File: config.mk
export PLATFORM = sky130hd
export DESIGN_NAME = hazard_flush_ctrl_flat
export DESIGN_NICKNAME = d
export VERILOG_FILES = /design/src/rtl/hazard_flush_ctrl_if.sv /design/src/rtl/hazard_flush_ctrl.sv /design/src/flat_wrapper.sv
export SDC_FILE = /design/constraint.sdc
export NUM_CORES = 1
export LEC_CHECK = 0
export BUFFER_PORTS_ARGS = -buffer_cell sky130_fd_sc_hd__buf_2
export CAP_MARGIN = 20
export CELL_PAD_IN_SITES_DETAIL_PLACEMENT = 0
export CELL_PAD_IN_SITES_GLOBAL_PLACEMENT = 1
export CORE_ASPECT_RATIO = 0.7
export CORE_MARGIN = 2
export CORE_UTILIZATION = 34
export CTS_CLUSTER_DIAMETER = 40
export DETAILED_ROUTE_END_ITERATION = 12
export PLACE_DENSITY = 0.95
export SETUP_SLACK_MARGIN = 0.05
export SLEW_MARGIN = 20
export SYNTH_ARGS = -nofsm -noshare
export SYNTH_HDL_FRONTEND = slang
export SYNTH_SLANG_ARGS = --single-unit
File: constraint.sdc
create_clock -name clk -period 2.9 [get_ports clk]
set_input_delay 0.435 -clock clk [delete_from_list [all_inputs] [get_ports clk]]
set_output_delay 0.435 -clock clk [all_outputs]
set_load 0.02 [all_outputs]
File: src/rtl/hazard_flush_ctrl_if.sv
// Hazard/flush control bundle between the pipeline datapath and hazard_flush_ctrl.
// master = pipeline side (drives stage status), slave = controller (drives stage controls).
interface hazard_flush_ctrl_if #(
    parameter int REG_ADDR_W = 5,
    parameter int ADDR_W     = 32
);
    logic [REG_ADDR_W-1:0] id_rs;
    logic [REG_ADDR_W-1:0] id_rt;
    logic                  id_uses_rt;
    logic [REG_ADDR_W-1:0] ex_rt;
    logic                  ex_mem_read;
    logic                  mem_busy;
    logic                  wb_redirect;
    logic [ADDR_W-1:0]     wb_target;

    logic                  pc_write;
    logic                  ifid_write;
    logic                  idex_write;
    logic                  exmem_write;
    logic                  idex_bubble;
    logic                  memwb_bubble;
    logic                  flush_ifid;
    logic                  flush_idex;
    logic                  flush_exmem;
    logic                  mem_abort;
    logic                  pc_redirect;
    logic [ADDR_W-1:0]     pc_target;

    modport master (
        output id_rs, id_rt, id_uses_rt, ex_rt, ex_mem_read, mem_busy, wb_redirect, wb_target,
        input  pc_write, ifid_write, idex_write, exmem_write, idex_bubble, memwb_bubble,
               flush_ifid, flush_idex, flush_exmem, mem_abort, pc_redirect, pc_target
    );

    modport slave (
        input  id_rs, id_rt, id_uses_rt, ex_rt, ex_mem_read, mem_busy, wb_redirect, wb_target,
        output pc_write, ifid_write, idex_write, exmem_write, idex_bubble, memwb_bubble,
               flush_ifid, flush_idex, flush_exmem, mem_abort, pc_redirect, pc_target
    );
endinterface

File: src/rtl/hazard_flush_ctrl.sv
// Pipeline hazard/flush controller: WB redirects, data-memory waits, load-use stalls (HAZARD_PERF_EN adds counters).
// Latency: controls are Mealy (same cycle); pc_target registered; redirect costs 2 cycles, load-use 1 cycle.
// Backpressure: mem_busy freezes all stage enables and bubbles MEM/WB until it drops; a redirect overrides it.
module hazard_flush_ctrl #(
    parameter int REG_ADDR_W = 5,
    parameter int ADDR_W     = 32
) (
    input  logic               clk,
    input  logic               reset,
    hazard_flush_ctrl_if.slave bus
`ifdef HAZARD_PERF_EN
    ,
    output logic [15:0]        stall_cnt,
    output logic [15:0]        wait_cnt,
    output logic [15:0]        redirect_cnt
`endif
);

    typedef enum logic [1:0] {RUN, MEMWAIT, REDIRECT} stateT;

    stateT             state;
    stateT             nextState;
    logic [ADDR_W-1:0] tgtQ;
    logic              loadTgt;
    logic              loadUse;

    assign loadUse = bus.ex_mem_read
                  && (bus.ex_rt != {REG_ADDR_W{1'b0}})
                  && ((bus.ex_rt == bus.id_rs) || (bus.id_uses_rt && (bus.ex_rt == bus.id_rt)));

    // Falling edge, shared with the pipeline registers this block steers.
    always_ff @(negedge clk or negedge reset) begin
        if (!reset) begin
            state <= RUN;
            tgtQ  <= '0;
        end else begin
            state <= nextState;
            if (loadTgt) tgtQ <= bus.wb_target;
        end
    end

    always_comb begin
        nextState        = state;
        loadTgt          = 1'b0;
        bus.pc_write     = 1'b0;
        bus.ifid_write   = 1'b0;
        bus.idex_write   = 1'b0;
        bus.exmem_write  = 1'b0;
        bus.idex_bubble  = 1'b0;
        bus.memwb_bubble = 1'b0;
        bus.flush_ifid   = 1'b0;
        bus.flush_idex   = 1'b0;
        bus.flush_exmem  = 1'b0;
        bus.mem_abort    = 1'b0;
        bus.pc_redirect  = 1'b0;
        if (reset) begin
            case (state)
                REDIRECT: begin
                    // WB holds a flushed bubble here, so its redirect flag is stale.
                    bus.pc_write    = 1'b1;
                    bus.ifid_write  = 1'b1;
                    bus.idex_write  = 1'b1;
                    bus.exmem_write = 1'b1;
                    bus.pc_redirect = 1'b1;
                    bus.flush_ifid  = 1'b1;
                    nextState       = RUN;
                end
                default: begin
                    if (bus.wb_redirect) begin
                        bus.ifid_write  = 1'b1;
                        bus.idex_write  = 1'b1;
                        bus.exmem_write = 1'b1;
                        bus.flush_ifid  = 1'b1;
                        bus.flush_idex  = 1'b1;
                        bus.flush_exmem = 1'b1;
                        bus.mem_abort   = bus.mem_busy;
                        loadTgt         = 1'b1;
                        nextState       = REDIRECT;
                    end else if (bus.mem_busy) begin
                        bus.memwb_bubble = 1'b1;
                        nextState        = MEMWAIT;
                    end else begin
                        // Also the release cycle of a wait, so the hazard is re-checked here.
                        bus.pc_write    = !loadUse;
                        bus.ifid_write  = !loadUse;
                        bus.idex_write  = 1'b1;
                        bus.exmem_write = 1'b1;
                        bus.idex_bubble = loadUse;
                        nextState       = RUN;
                    end
                end
            endcase
        end
    end

    assign bus.pc_target = tgtQ;

`ifdef HAZARD_PERF_EN
    always_ff @(negedge clk or negedge reset) begin
        if (!reset) begin
            stall_cnt    <= '0;
            wait_cnt     <= '0;
            redirect_cnt <= '0;
        end else begin
            if (bus.idex_bubble && (stall_cnt != 16'hFFFF))     stall_cnt    <= stall_cnt + 16'd1;
            if (bus.memwb_bubble && (wait_cnt != 16'hFFFF))     wait_cnt     <= wait_cnt + 16'd1;
            if (loadTgt && (redirect_cnt != 16'hFFFF))          redirect_cnt <= redirect_cnt + 16'd1;
        end
    end
`endif

endmodule

File: src/flat_wrapper.sv
// flat-port wrapper written by rule: the top's interface ports become plain ports
module hazard_flush_ctrl_flat 
#(
    parameter int REG_ADDR_W = 5,
    parameter int ADDR_W     = 32
)
  (clk, reset, bus_id_rs, bus_id_rt, bus_id_uses_rt, bus_ex_rt, bus_ex_mem_read, bus_mem_busy, bus_wb_redirect, bus_wb_target, bus_pc_write, bus_ifid_write, bus_idex_write, bus_exmem_write, bus_idex_bubble, bus_memwb_bubble, bus_flush_ifid, bus_flush_idex, bus_flush_exmem, bus_mem_abort, bus_pc_redirect, bus_pc_target);
  hazard_flush_ctrl_if #(.REG_ADDR_W(REG_ADDR_W), .ADDR_W(ADDR_W)) bus_i ();
  input  logic clk;
  input  logic reset;
  input wire logic [$bits(bus_i.id_rs)-1:0] bus_id_rs;
  input wire logic [$bits(bus_i.id_rt)-1:0] bus_id_rt;
  input wire logic [$bits(bus_i.id_uses_rt)-1:0] bus_id_uses_rt;
  input wire logic [$bits(bus_i.ex_rt)-1:0] bus_ex_rt;
  input wire logic [$bits(bus_i.ex_mem_read)-1:0] bus_ex_mem_read;
  input wire logic [$bits(bus_i.mem_busy)-1:0] bus_mem_busy;
  input wire logic [$bits(bus_i.wb_redirect)-1:0] bus_wb_redirect;
  input wire logic [$bits(bus_i.wb_target)-1:0] bus_wb_target;
  output wire logic [$bits(bus_i.pc_write)-1:0] bus_pc_write;
  output wire logic [$bits(bus_i.ifid_write)-1:0] bus_ifid_write;
  output wire logic [$bits(bus_i.idex_write)-1:0] bus_idex_write;
  output wire logic [$bits(bus_i.exmem_write)-1:0] bus_exmem_write;
  output wire logic [$bits(bus_i.idex_bubble)-1:0] bus_idex_bubble;
  output wire logic [$bits(bus_i.memwb_bubble)-1:0] bus_memwb_bubble;
  output wire logic [$bits(bus_i.flush_ifid)-1:0] bus_flush_ifid;
  output wire logic [$bits(bus_i.flush_idex)-1:0] bus_flush_idex;
  output wire logic [$bits(bus_i.flush_exmem)-1:0] bus_flush_exmem;
  output wire logic [$bits(bus_i.mem_abort)-1:0] bus_mem_abort;
  output wire logic [$bits(bus_i.pc_redirect)-1:0] bus_pc_redirect;
  output wire logic [$bits(bus_i.pc_target)-1:0] bus_pc_target;
  assign bus_i.id_rs = bus_id_rs;
  assign bus_i.id_rt = bus_id_rt;
  assign bus_i.id_uses_rt = bus_id_uses_rt;
  assign bus_i.ex_rt = bus_ex_rt;
  assign bus_i.ex_mem_read = bus_ex_mem_read;
  assign bus_i.mem_busy = bus_mem_busy;
  assign bus_i.wb_redirect = bus_wb_redirect;
  assign bus_i.wb_target = bus_wb_target;
  assign bus_pc_write = bus_i.pc_write;
  assign bus_ifid_write = bus_i.ifid_write;
  assign bus_idex_write = bus_i.idex_write;
  assign bus_exmem_write = bus_i.exmem_write;
  assign bus_idex_bubble = bus_i.idex_bubble;
  assign bus_memwb_bubble = bus_i.memwb_bubble;
  assign bus_flush_ifid = bus_i.flush_ifid;
  assign bus_flush_idex = bus_i.flush_idex;
  assign bus_flush_exmem = bus_i.flush_exmem;
  assign bus_mem_abort = bus_i.mem_abort;
  assign bus_pc_redirect = bus_i.pc_redirect;
  assign bus_pc_target = bus_i.pc_target;
  hazard_flush_ctrl #(.REG_ADDR_W(REG_ADDR_W), .ADDR_W(ADDR_W)) u_core (.clk(clk), .reset(reset), .bus(bus_i));
endmodule
==> qor.yml, run 1 <==
status: "finished with violations"
violations: "negative setup slack"
nNetsFinal: 272
initial_utilization_pct: 35.17
power_mw: 1.699
ff2ff_setup_slack_ns: 1.09
core-area_um2: 4304
gp_congestion: 0.7692
worstPathRequired_ns: 2.47
drv_cap: 0
cts_root_buf: "clkbuf_8"
vias: 1259
cts_max_path_buffers: 2
slew_headroom_pct: 66.96
ys_ff_latch: 34
rr_worst_depth: 7
startpoint_type: "flop"
clkSlewWorstSetupHoldPaths_ns: 0.05
path_class: "reg -> out"
post_layout_nonfiller_instances: 275
place_inst: 264
synth_area_per_cell_um2: 14.02
power.density_nw_per_um2: 672.4
grt_use_total_pct: 15.81
antenna_found_initial: 0
overflow: 0
routed_wl_um: 3712
final_common_cell: "buf_2"
cp.arrival_ns: 3.00
ys_seq_area_share_pct: 56.20
crit_chain: "and2b_2 -> and2_4 -> a21oi_2 -> a21bo_2 -> buf_6"
drive_gt1_share_pct: 73.18
critPathMaxStageDelay_ns: 0.40
rr_endpoint: "u_core.bus.pc_target[25]"
min_path_cells: 1
yosysTopAreaCell: "dfrtn_1"
whs_ns: 0.4361
areaGrowthSynthToFinish_pct: 66.94
die-area_um2: 5011
timing.final.hold_violations: 0
skew_ns: 0.003498
postRouteAntennaNets: 0
rows: 20
p_leak_nw: 1.293
num_io_pins: 96
synth_nets: 161
grt_pass1_vias: 1257
ys_types: 26
reg2reg_from: "u_core.state[0]"
rsz0062_at_grt: "yes"
syn_area_um2: 1514
cp_top_family: "simple AND/OR/NAND/NOR gates"
slew_viol_final: 0
io_buffer_count: 95
dp_hpwl_um: 2811
wire_per_inst_um: 13.50
path_max_fanout: 4
n_fill_cell: 362
via_per_inst: 4.578
min_from: "u_core.bus.pc_target[26]"
die_height_um: 59.83
synth_area_leaders: "dfrtn_1 56%, mux2_1 24%, xor2_1 5.2%"
drc_errors: 0
finalSetupViolCount: 11
diodes: 0
numCtsBuffers: 5
cts_hold_buffers: 0
critPathBufInv: 1
die_w_um: 83.76
grt_max_degree: 44
yosysWarningCount: 0
grt_first_pass_wirelength_um: 6092
worstMarginPinSlew_ns: 0.4956
clock_sinks: 34
setup_slack_ns: -0.5350
max-vdd-ir-drop_mv: 0.3373
hold_class: "reg -> reg"
end_kind: "output port"
insertion_delay_ns: 0.29
post-route-util_pct: 58.72
cts_tree: "built"
synthCells: 108
cp_slowest_cell: "dfrtn_1"
hold_end: "u_core.bus.pc_target[26]"
first_iter_violations: 29
layout_common_cells: "85 x buf_2, 34 x dfrtn_1, 28 x mux2_4, 12 x buf_6, 11 x buf_4"
first_pass_iters: 4
htree_levels: 2
synth_top_area_share_pct: 56.20
how the worst max path moves through the flow:
stage | from | to | depth (start not counted)
CTS | u_core.state[0] | bus_pc_write | 5
detailed placement | u_core.state[0] | bus_pc_write | 5
global placement | u_core.state[0] | bus_pc_write | 5
floorplan | u_core.state[0] | bus_idex_bubble | 4
global route | u_core.state[0] | bus_pc_write | 5
finish | u_core.state[0] | bus_pc_write | 5
cell usage after synthesis, drive strengths merged:
library cell   n
o22ai          1
o41a           1
nor2           3
nor4           2
nor2b          1
a32oi          1
mux2          32
xor2           9
o21ai          1
a21oi          3
nor3           1
nand2b         1
and3           1
or4            1
a21boi         1
and2b          1
dfrtn         34
xnor2          1
nand2          2
nor3b          1
buf            6
a21bo          1
and2           2
inv            1
cell type report:
class                           instances  area (um^2)  share of cell area [%]
Sequential cell                        34        850.8                   33.66
Multi-Input combinational cell         67        783.3                   30.99
Timing Repair Buffer                  110        683.2                   27.03
Clock buffer                            5        68.82                   2.723
Clock inverter                          3        68.82                   2.723
Tap cell                               55        68.82                   2.723
Inverter                                1        3.754                  0.1485
what timing repair did:
item / 4_1_cts / 5_1_grt
pin swaps: 2 / 1
hold endpoints to repair: 0 / 0
setup buffers: 2 / 1
endpoints found under the setup margin: 11 / 21
gates resized for setup: 24 / 3
flip-flops by register name, summed over array words and instances, names as in the netlist:
name,cells
u_core.bus.pc_target,32
u_core.state,2
kinds of logic (layout without fill, tap and decap cells):
logic type / count (synthesis) / after routing / synth area share (%)
AOI/OAI and AO/OA: 9 / 9 / 4.463
muxes: 32 / 32 / 23.80
DFF: 34 / 34 / 56.20
and+or+nand+nor: 16 / 16 / 6.695
xor gates and xnor gates: 10 / 10 / 5.786
buffers and inverters: 7 / 119 / 3.058
stage by stage:
stage	setup TNS, ns	instance area [um^2]	setup WS (ns)
after detailed placement	-4.646	2283	-0.3101
after floorplan	-1.447	1712	-0.2633
after global placement	-3.786	2283	-0.2804
after global routing	-5.414	2527	-0.5905
after CTS	-4.930	2510	-0.5502
final	-4.765	2527	-0.5350
power breakdown:
group	internal, mW	total (mW)	switching (mW)
Sequential	0.583	0.634	0.0510
Clock	0.344	0.511	0.167
Combinational	0.277	0.554	0.277
routing by layer:
metal  global-route usage [%]  up-vias  wire [um]
li1                         -      601          -
met5                        0        -          0
met4                    4.839        0          8
met1                    22.53      603       1842
met2                    22.63       53       1564
met3                    5.663        2        296
No activity file was read; power rests on OpenSTA's default activity.
==> run 2: changes to the inputs <==
==> constraint.sdc (replaced) <==
create_clock -name clk -period 4.1 [get_ports clk]
set_input_delay 0.615 -clock clk [delete_from_list [all_inputs] [get_ports clk]]
set_output_delay 0.615 -clock clk [all_outputs]
set_load 0.02 [all_outputs]
==> run 2 against run 1 <==
- the flow still finishes with violations (negative setup slack)
- first-iteration DRC count is 28% lower
- combinational power is 41% lower
- clock skew hardly changed
- wire length is 5.1% lower
- sequential share of layout area is 2.7 points higher
- total power is 32% lower
- flip-flop and latch count stayed put
- critical path depth stayed put
- via count is 2.0% lower
- largest cell class unchanged
- cell count is 2.2% lower
==> qor.yml, run 2 (same netlist as run 1, synthesis figures left out) <==
end_kind: "output port"
cts_root_buf: "clkbuf_8"
grt_use_total_pct: 14.07  # -1.7 points
initial_utilization_pct: 35.17  # unchanged
clock_sinks: 34  # unchanged
first_iter_violations: 21  # -28%
slew_headroom_pct: 66.86  # -0.099 points
drive_gt1_share_pct: 57.01  # -16 points
ff2ff_setup_slack_ns: 2.27  # +1.18 ns
die_w_um: 83.76  # unchanged
dp_hpwl_um: 2574  # -8.4%
p_comb_share_pct: 28.6  # -4.0 points
place_inst: 256  # -3.0%
vias: 1234  # -2.0%
layout_common_cells: "85 x buf_2, 34 x dfrtn_1, 32 x mux2_1, 9 x xor2_1, 9 x buf_4"
diodes: 0  # unchanged
p_switching_uw: 335.3  # -32%
gp_congestion: 0.7061  # -8.2%
final_common_cell: "buf_2"
timing.final.hold_violations: 0  # unchanged
max-vdd-ir-drop_mv: 0.3169  # -6.0%
cts_tree: "built"
setup_slack_ns: -0.1394  # +0.3956 ns
die-area_um2: 5011  # unchanged
power.density_nw_per_um2: 490.8  # -27%
met1_usage_pct: 17.99  # -4.5 points
min_from: "u_core.bus.pc_target[9]"
num_io_pins: 96  # unchanged
n_fill_cell: 385  # +6.4%
rr_worst_depth: 7  # unchanged
rows: 20  # unchanged
path_max_fanout: 4  # unchanged
drv_cap: 0  # unchanged
antenna_found_initial: 0  # unchanged
post-route-util_pct: 54.39  # -4.3 points
wire_per_inst_um: 13.10  # -2.9%
grt_max_degree: 44  # unchanged
skew_ns: 0.003661  # +0.0001635 ns
worstMarginPinSlew_ns: 0.4970  # +0.001483 ns
largest_register_ffs: 32  # unchanged
path_class: "reg -> out"
rsz0062_at_grt: "yes"
post_layout_nonfiller_instances: 269  # -2.2%
power_frac_seq_pct: 38.6  # +1.3 points
grt_pass1_vias: 1230  # -2.1%
drc_errors: 0  # unchanged
htree_levels: 2  # unchanged
power_mw: 1.149  # -32%
slew_viol_final: 0  # unchanged
grtUsageMet2_pct: 21.49  # -1.1 points
grt.busiest_layer: "met2"
hold_class: "reg -> reg"
rr_endpoint: "u_core.bus.pc_target[24]"
areaGrowthSynthToFinish_pct: 54.63
finalSetupViolCount: 8  # -3
nNetsFinal: 266  # -2.2%
insertion_delay_ns: 0.29  # about the same
reg2reg_from: "u_core.state[0]"
clock_power_share_pct: 32.7  # +2.6 points
die_height_um: 59.83  # unchanged
overflow: 0  # unchanged
p_sw_share_pct: 29.19  # +0.084 points
p_leak_nw: 1.167  # -9.8%
min_path_cells: 1  # unchanged
numCtsBuffers: 5  # unchanged
startpoint_type: "flop"
pre_cts_ws_ns: 0.1309  # +0.4410 ns
clkSlewWorstSetupHoldPaths_ns: 0.05  # about the same
violations: "negative setup slack"
postRouteAntennaNets: 0  # unchanged
hold_end: "u_core.bus.pc_target[9]"
cp.arrival_ns: 3.62  # +0.62 ns
via_per_inst: 4.587  # +0.20%
routed_wl_um: 3524  # -5.1%
first_pass_iters: 2  # -2
worstPathRequired_ns: 3.48  # +1.01 ns
cts_max_path_buffers: 2  # unchanged
io_buffer_count: 95  # unchanged
core-area_um2: 4304  # unchanged
intPower_uw: 813.6  # -32%
grt_util_met3_pct: 6.215  # +0.55 points
status: "finished with violations"
grt_first_pass_wirelength_um: 5423  # -11%
==> run 2: cell types whose count changed in the layout (fill, tap and decap cells not counted), sizes merged <==
cell    change
buf         -6
clkbuf      +1
clkinv      -1
==> run 2: layout make-up <==
class,count,area (um^2),area share (%)
Inverter,1,3.754,0.1603
Sequential cell,34,850.8,36.34
Clock buffer,6,82.58,3.528
Tap cell,55,68.82,2.940
Timing Repair Buffer,104,623.1,26.62
Clock inverter,2,60.06,2.565
Multi-Input combinational cell,67,651.9,27.85
==> run 2: worst max-delay path, stage by stage, from the launching register on <==
cell	delay, ns
dfrtn_1	0.40
and2b_2	0.27
and2_4	0.18
a21oi_2	0.09
a21bo_1	0.21
buf_6	0.13
==> run 2: power by group through the flow <==
stage | registers, mW | clock network (mW) | logic (mW)
final | 0.444 | 0.376 | 0.329
after global routing | 0.453 | 0.405 | 0.352
after CTS | 0.445 | 0.388 | 0.323
after detailed placement | 0.449 | 0 | 0.309
after global placement | 0.444 | 0 | 0.305
after floorplan | 0.534 | 0 | 0.0938
==> run 2: timing repair <==
| action | CTS | global route |
|---|---|---|
| hold buffers | 0 | 0 |
| setup endpoints to repair | 9 | 10 |
| pin swaps | 3 | 1 |
| buffers inserted | 2 | 3 |
| resized for setup | 16 | 9 |
==> run 2: worst max path at each step <==
| stage | startpoint | end | slack, ns | cells after the start |
|---|---|---|---|---|
| final | u_core.state[0] | bus_pc_write | -0.14 | 5 |
| after global routing | u_core.state[0] | bus_ifid_write | -0.20 | 6 |
| after CTS | u_core.state[0] | bus_pc_write | -0.11 | 5 |
| after detailed placement | u_core.state[1] | bus_ifid_write | 0.13 | 6 |
| after global placement | u_core.state[0] | bus_ifid_write | 0.14 | 6 |
| after floorplan | u_core.state[0] | bus_idex_bubble | 0.03 | 4 |
==> run 2: layer usage <==
metal | vias up | wire length (um) | part of all wire (%)
li1 | 584 | - | -
met1 | 589 | 1582 | 45
met2 | 57 | 1593 | 45
met3 | 4 | 306 | 8.7
met4 | 0 | 41 | 1.2
met5 | - | 0 | 0
==> run 2: metrics by stage <==
stage	cell area [um^2]	hold WS [ns]	setup TNS, ns
after floorplan	1524	0.4448	0
after global placement	2068	0.4230	0
after detailed placement	2068	0.4311	0
after CTS	2285	0.4310	-0.3682
after global routing	2341	0.4439	-1.080
final	2341	0.4265	-0.5806
